<file path="src/rtl/register_file_sb_pkg.sv">
// Shared constants for the clocked register file slice.
//   - NZCV flag bit positions within flags_in / flags_out.
//   - Default geometry used by register_file_sb and rf_read_port.
package register_file_sb_pkg;

    localparam int FLAG_N = 3;
    localparam int FLAG_Z = 2;
    localparam int FLAG_C = 1;
    localparam int FLAG_V = 0;

    localparam int DEF_DATA_W   = 32;
    localparam int DEF_NUM_REGS = 16;
    localparam int DEF_ADDR_W   = 4;

endpackage

</file>
<file path="src/rtl/rf_read_port.sv">
// One combinational read port of register_file_sb.
// Ports:
//   sel          register select
//   regs_flat    all registers, register i at [i*DATA_W +: DATA_W]
//   pending      scoreboard vector
//   alu_wr/...   ALU write accepted this cycle, its destination and data
//   ld_wr/...    load return accepted this cycle, its destination and data
//   ld_reissue   the returning register is reissued in the same cycle
//   data, busy   read data and pending-load indication for sel
module rf_read_port
    import register_file_sb_pkg::*;
#(
    parameter int DATA_W   = DEF_DATA_W,
    parameter int NUM_REGS = DEF_NUM_REGS,
    parameter int ADDR_W   = DEF_ADDR_W,
    parameter bit ZERO_REG = 1'b1,
    parameter bit BYPASS   = 1'b1
) (
    input  logic [ADDR_W-1:0]          sel,
    input  logic [NUM_REGS*DATA_W-1:0] regs_flat,
    input  logic [NUM_REGS-1:0]        pending,
    input  logic                       alu_wr,
    input  logic [ADDR_W-1:0]          alu_dest,
    input  logic [DATA_W-1:0]          alu_data,
    input  logic                       ld_wr,
    input  logic [ADDR_W-1:0]          ld_wdest,
    input  logic [DATA_W-1:0]          ld_data,
    input  logic                       ld_reissue,
    output logic [DATA_W-1:0]          data,
    output logic                       busy
);

    // NOTE: every output gets a value before any condition so no latch is inferred.
    always_comb begin
        data = regs_flat[sel*DATA_W +: DATA_W];
        busy = pending[sel];
        if (BYPASS) begin
            // A returning load and an accepted ALU write never share a
            // destination, so at most one of these forwards.
            if (ld_wr && (ld_wdest == sel)) begin
                data = ld_data;
                busy = ld_reissue;
            end else if (alu_wr && (alu_dest == sel)) begin
                data = alu_data;
            end
        end
        if (ZERO_REG && (sel == '0)) begin
            data = '0;
            busy = 1'b0;
        end
    end

endmodule

</file>
<file path="src/rtl/register_file_sb.sv">
// Clocked register file with two combinational read ports, ALU and load
// writeback ports, a pending-load scoreboard and a registered NZCV flags word.
// Ports:
//   clk, rst              clock (rising edge), async active-high reset
//   rd_sel*/rd_data*      read selects and combinational read data
//   rd_busy*              read source awaits load data
//   alu_we/dest/data      ALU writeback
//   ld_issue/ld_dest      load issue reservation, ld_issue_ok = accepted
//   ld_we/wdest/data      load data return
//   flags_we/in/out       NZCV flags update and registered value
//   pending               scoreboard vector
//   hazard_err            sticky protocol violation
module register_file_sb
    import register_file_sb_pkg::*;
#(
    parameter int DATA_W   = DEF_DATA_W,
    parameter int NUM_REGS = DEF_NUM_REGS,
    parameter int ADDR_W   = DEF_ADDR_W,
    parameter bit ZERO_REG = 1'b1,
    parameter bit BYPASS   = 1'b1
) (
    input  logic                clk,
    input  logic                rst,
    input  logic [ADDR_W-1:0]   rd_sel1,
    input  logic [ADDR_W-1:0]   rd_sel2,
    output logic [DATA_W-1:0]   rd_data1,
    output logic [DATA_W-1:0]   rd_data2,
    output logic                rd_busy1,
    output logic                rd_busy2,
    input  logic                alu_we,
    input  logic [ADDR_W-1:0]   alu_dest,
    input  logic [DATA_W-1:0]   alu_data,
    input  logic                ld_issue,
    input  logic [ADDR_W-1:0]   ld_dest,
    output logic                ld_issue_ok,
    input  logic                ld_we,
    input  logic [ADDR_W-1:0]   ld_wdest,
    input  logic [DATA_W-1:0]   ld_data,
    input  logic                flags_we,
    input  logic [3:0]          flags_in,
    output logic [3:0]          flags_out,
    output logic [NUM_REGS-1:0] pending,
    output logic                hazard_err
);

    logic [DATA_W-1:0]          regs [NUM_REGS];
    logic [NUM_REGS*DATA_W-1:0] regs_flat;
    logic [NUM_REGS-1:0]        pending_nxt;

    logic alu_zero, ld_zero, ld_wzero;
    logic ld_match, ld_ret_ok, ld_ret_err;
    logic alu_hit, alu_err, alu_wr, ld_reissue, set_pend;

    // Register 0 targets are silently ignored when it is hardwired to zero.
    assign alu_zero = ZERO_REG && (alu_dest == '0);
    assign ld_zero  = ZERO_REG && (ld_dest == '0);
    assign ld_wzero = ZERO_REG && (ld_wdest == '0);

    assign ld_match    = ld_we && (ld_wdest == ld_dest);
    assign ld_issue_ok = ld_issue && (!pending[ld_dest] || ld_match);
    assign ld_reissue  = ld_issue_ok && ld_match;
    assign set_pend    = ld_issue_ok && !ld_zero;

    assign ld_ret_ok  = ld_we && !ld_wzero && pending[ld_wdest];
    assign ld_ret_err = ld_we && !ld_wzero && !pending[ld_wdest];

    // The load owns any register it returns to, so an ALU write to the same
    // destination is a protocol error even when the load itself is bogus.
    assign alu_hit = alu_we && !alu_zero;
    assign alu_err = alu_hit && (pending[alu_dest] || (ld_we && (ld_wdest == alu_dest)));
    assign alu_wr  = alu_hit && !alu_err;

    always_comb begin
        pending_nxt = pending;
        if (ld_ret_ok) pending_nxt[ld_wdest] = 1'b0;
        // A same-cycle reissue keeps the reservation alive.
        if (set_pend) pending_nxt[ld_dest] = 1'b1;
    end

    // NOTE: the register array is reset as well, because software may rely on
    // reading zeros from registers never written since reset.
    always_ff @(posedge clk or posedge rst) begin
        if (rst) begin
            for (int i = 0; i < NUM_REGS; i++) regs[i] <= '0;
        end else begin
            if (alu_wr) regs[alu_dest] <= alu_data;
            if (ld_ret_ok) regs[ld_wdest] <= ld_data;
        end
    end

    // NOTE: state is updated with non-blocking assignments so every flop samples
    // pre-edge values regardless of statement order.
    always_ff @(posedge clk or posedge rst) begin
        if (rst) begin
            pending    <= '0;
            flags_out  <= '0;
            hazard_err <= 1'b0;
        end else begin
            pending    <= pending_nxt;
            hazard_err <= hazard_err | alu_err | ld_ret_err;
            if (flags_we) flags_out <= flags_in;
        end
    end

    for (genvar g = 0; g < NUM_REGS; g++) begin : g_flat
        assign regs_flat[g*DATA_W +: DATA_W] = regs[g];
    end

    rf_read_port #(
        .DATA_W(DATA_W), .NUM_REGS(NUM_REGS), .ADDR_W(ADDR_W),
        .ZERO_REG(ZERO_REG), .BYPASS(BYPASS)
    ) u_port1 (
        .sel(rd_sel1), .regs_flat(regs_flat), .pending(pending),
        .alu_wr(alu_wr), .alu_dest(alu_dest), .alu_data(alu_data),
        .ld_wr(ld_ret_ok), .ld_wdest(ld_wdest), .ld_data(ld_data),
        .ld_reissue(ld_reissue), .data(rd_data1), .busy(rd_busy1)
    );

    rf_read_port #(
        .DATA_W(DATA_W), .NUM_REGS(NUM_REGS), .ADDR_W(ADDR_W),
        .ZERO_REG(ZERO_REG), .BYPASS(BYPASS)
    ) u_port2 (
        .sel(rd_sel2), .regs_flat(regs_flat), .pending(pending),
        .alu_wr(alu_wr), .alu_dest(alu_dest), .alu_data(alu_data),
        .ld_wr(ld_ret_ok), .ld_wdest(ld_wdest), .ld_data(ld_data),
        .ld_reissue(ld_reissue), .data(rd_data2), .busy(rd_busy2)
    );

endmodule

</file>
<file path="config.mk">
export PLATFORM = sky130hd
export DESIGN_NAME = register_file_sb
export DESIGN_NICKNAME = d
export VERILOG_FILES = /design/src/rtl/register_file_sb_pkg.sv /design/src/rtl/rf_read_port.sv /design/src/rtl/register_file_sb.sv
export SDC_FILE = /design/constraint.sdc
export NUM_CORES = 2
export LEC_CHECK = 0
export ABC_CLOCK_PERIOD_IN_PS = 25200
export CORE_MARGIN = 3
export CORE_UTILIZATION = 50
export DETAILED_ROUTE_END_ITERATION = 16
export HOLD_SLACK_MARGIN = 0.15
export PLACE_DENSITY_LB_ADDON = 0.25
export SYNTH_ARGS = -nofsm -noshare
export SYNTH_HDL_FRONTEND = slang
export SYNTH_SLANG_ARGS = --single-unit
</file>
<file path="constraint.sdc">
create_clock -name clk -period 25.2 [get_ports clk]
set_input_delay 5.04 -clock clk [delete_from_list [all_inputs] [get_ports clk]]
set_output_delay 5.04 -clock clk [all_outputs]
set_load 0.01 [all_outputs]
</file>
==> run metrics <==
GRT Max-Usage Layer=met2; leakage=~18 nW; worst-margin pin slew=about 1.2 ns; crit path time final=~15 ns; Max Cap Violations=0; Num Clock Sinks=533; largest family of logic cells by synthesized area=multiplexers; final worst slack=about 10 ns; Final Skew=around 0.022 ns; first-pass GRT wire length=around 180000 um; CTS Buf Count=59; fraction of layout cells with a size suffix above 1=between 10% and 20%; Finished Layout Cells=4117; ys flop type=dfrtp_1; vias in the first global route=28100; largest net degree at the start of global routing=~150; post-route antenna net violation count=0; pre-CTS setup slack=around 10 ns; CTS root buffer=clkbuf_16; gr ovfl total=0; multiplexer share of the synthesized area=between 30% and 40%; crit path launch type=input port; Cell variety after synth=roughly 50; utilization after layout=~56%; Hold Slack=0.396 ns; XOR/XNOR Fraction of Synth Area=0.530%; met3 GRT Util=6.75%; CTS resizes=0; I/O pins=approximately 180; Hold Vio Cnt, Final=0; count of final max-slew check failures=0; Worst setup EP type=output port; adder-cell area share of the yosys netlist=0%; GR met1 Demand/Resource=between 40% and 50%; CTS H-tree lvls=2; # fillers=about 5700; Synth Area per Inst=10.4 um^2; Max-slew headroom=a little over a fifth; CP required=20.16 ns; Synth Instances=3328; GRT met2 Usage=between 50% and 60%; total wire length=roughly 120000 um; dpl cells=around 4000; async set or reset register ratio after synthesis=100%; crit path DAT=approximately 10 ns; drt drc=0; drt wl/cell=29.7 um; post-DR vias/cell=about 6.9; area grow syn2layout=10.4%; number of hold buffers added after cts=0; TritonCTS clock tree=built; run status=completed; Initial DRC Count=between 3000 and 4000; Post-Syn Nets=3422; Die Span Y=approximately 270 um; Post-Synth Simple-Gate Area=7.60%; post-route cell area=0.0383 mm^2; Post-CTS Setup Bufs=0; Vias=around 28000; Final Power=~3.8 mW; maximum root-to-sink buffer count=3; Max Freq=roughly 66 MHz; register area share after synthesis=between 30% and 40%; Tcrit/Tclk final=60.0%; Post-synth EDFFs=0; Worst VDD drop=between 60 and 70 uV; 1st-pass router iterations=8; Port Buffers=181; Die Wd=approximately 270 um; Ys Warns=0; RePlAce Congestion=approximately 0.83; Cell Rows=95; setup_tns=0 ns; crit-path max FO=37; Pwr Density=approximately 100 mW/mm^2; # setup viols final=0; #FFs+latches synth=533; Worst Hold Class=flip-flop to flip-flop; clk slew on worst S/H paths=about 0.060 ns; placed cell area=between 0.03 and 0.04 mm^2; Clock Latency Late Sink=between 0.6 and 0.7 ns; Starting Density=roughly 51%; DP HPWL=65900 um; GRT Overall Usage=about a third; initial antenna violation count=4; core footprint=~0.068 mm^2; Die Area=approximately 0.073 mm^2; Total Nets Final=around 3200; Setup CP Type=input port to output port; compound-cell area share of the yosys netlist=12.9%; synthesized area=0.0347 mm^2; RSZ-0062 raised after global routing=no
[synthesized netlist by cell type (8+ instances only)]
cell type,count,area share [%]
clkbuf_1,329,3.6
dfrtp_1,533,38
a21oi_1,577,8.3
nor2_1,493,5.3
buf_2,63,0.91
a211oi_1,32,0.69
xnor2_1,9,0.23
mux2i_1,529,15
o21ai_0,129,1.9
buf_1,67,0.72
a31oi_1,62,1.1
nand2_1,33,0.36
nor2b_1,38,0.68
xor2_1,12,0.30
mux4_2,304,20
a22o_1,11,0.28
nand4_1,12,0.22
inv_1,8,0.086
[cell type report]
cell class              instances  area (um^2)  area share, %
well taps                     921         1150           3.01
multi-input cells            2324        19700           51.3
clock buffers                  84         1730           4.52
inverters                       9         41.3          0.108
flip-flops and latches        533        13300           34.8
clock inverters                25          267          0.695
diodes                          2         5.00         0.0131
repair buffers                219         2110           5.51
[report_power, final]
group	internal, mW	switching, mW	total [mW]
clock	0.528	0.377	0.904
combinational	0.789	0.569	1.36
sequential	1.23	0.321	1.55
[registers in the layout, summed over array words and instances, names as in the netlist]
name,flops
regs,512
pending,16
flags_out,4
hazard_err,1
[cell usage in the layout, fill, tap and decap left out, drive strengths merged, types with 10 or more instances in the layout]
cell / n
nand4: 12
dfrtp: 533
mux2i: 529
a211oi: 32
o21ai: 129
mux4: 304
inv: 10
clkinv: 15
xor2: 12
clkbuf: 84
nor2: 493
buf: 46
a31oi: 62
clkdlybuf4s50: 173
nand2: 33
a22o: 11
a21oi: 577
nor2b: 38
[worst max-delay path, cell delays in order]
cell	delay (ns)
clkdlybuf4s50_1	1.11
mux2_1	0.39
and3_1	0.20
nor4_4	0.84
and4_2	0.95
buf_4	0.55
a31oi_1	0.16
a21oi_1	0.25
clkdlybuf4s50_1	0.57
[routing by layer]
layer	share of wire, %	routed length [um]
met3	10	12700
met2	47	57400
met1	38	46400
met4	4.8	5850
met5	0.011	13
[final timing paths]
check | slack, ns | cells after the start | to | startpoint
worst max-delay path | 10.07 | 9 | rd_data2[2] | alu_dest[0]
worst min-delay path | 0.40 | 0 | regs[508]$_DFF_PP0_ | regs[508]$_DFF_PP0_
worst max register to register | 21.38 | 6 | regs[454]$_DFF_PP0_ | pending[6]$_DFF_PP0_
worst min register to register | 0.40 | 0 | regs[508]$_DFF_PP0_ | regs[508]$_DFF_PP0_
max in group asynchronous | 17.85 | 4 | regs[203]$_DFF_PP0_ | rst
min in group asynchronous | 4.92 | 2 | flags_out[3]$_DFFE_PP0P_ | rst
[logic make-up (layout without fill, tap and decap cells)]
kind of cell / count (synthesis) / after routing
AO/OA/AOI/OAI: 836 / 836
XOR/XNOR: 21 / 21
buffers and inverters: 471 / 337
flip-flops: 533 / 533
multiplexers: 841 / 841
other: 0 / 2
AND/OR/NAND/NOR: 626 / 626
No activity file was read; power rests on OpenSTA's default activity.
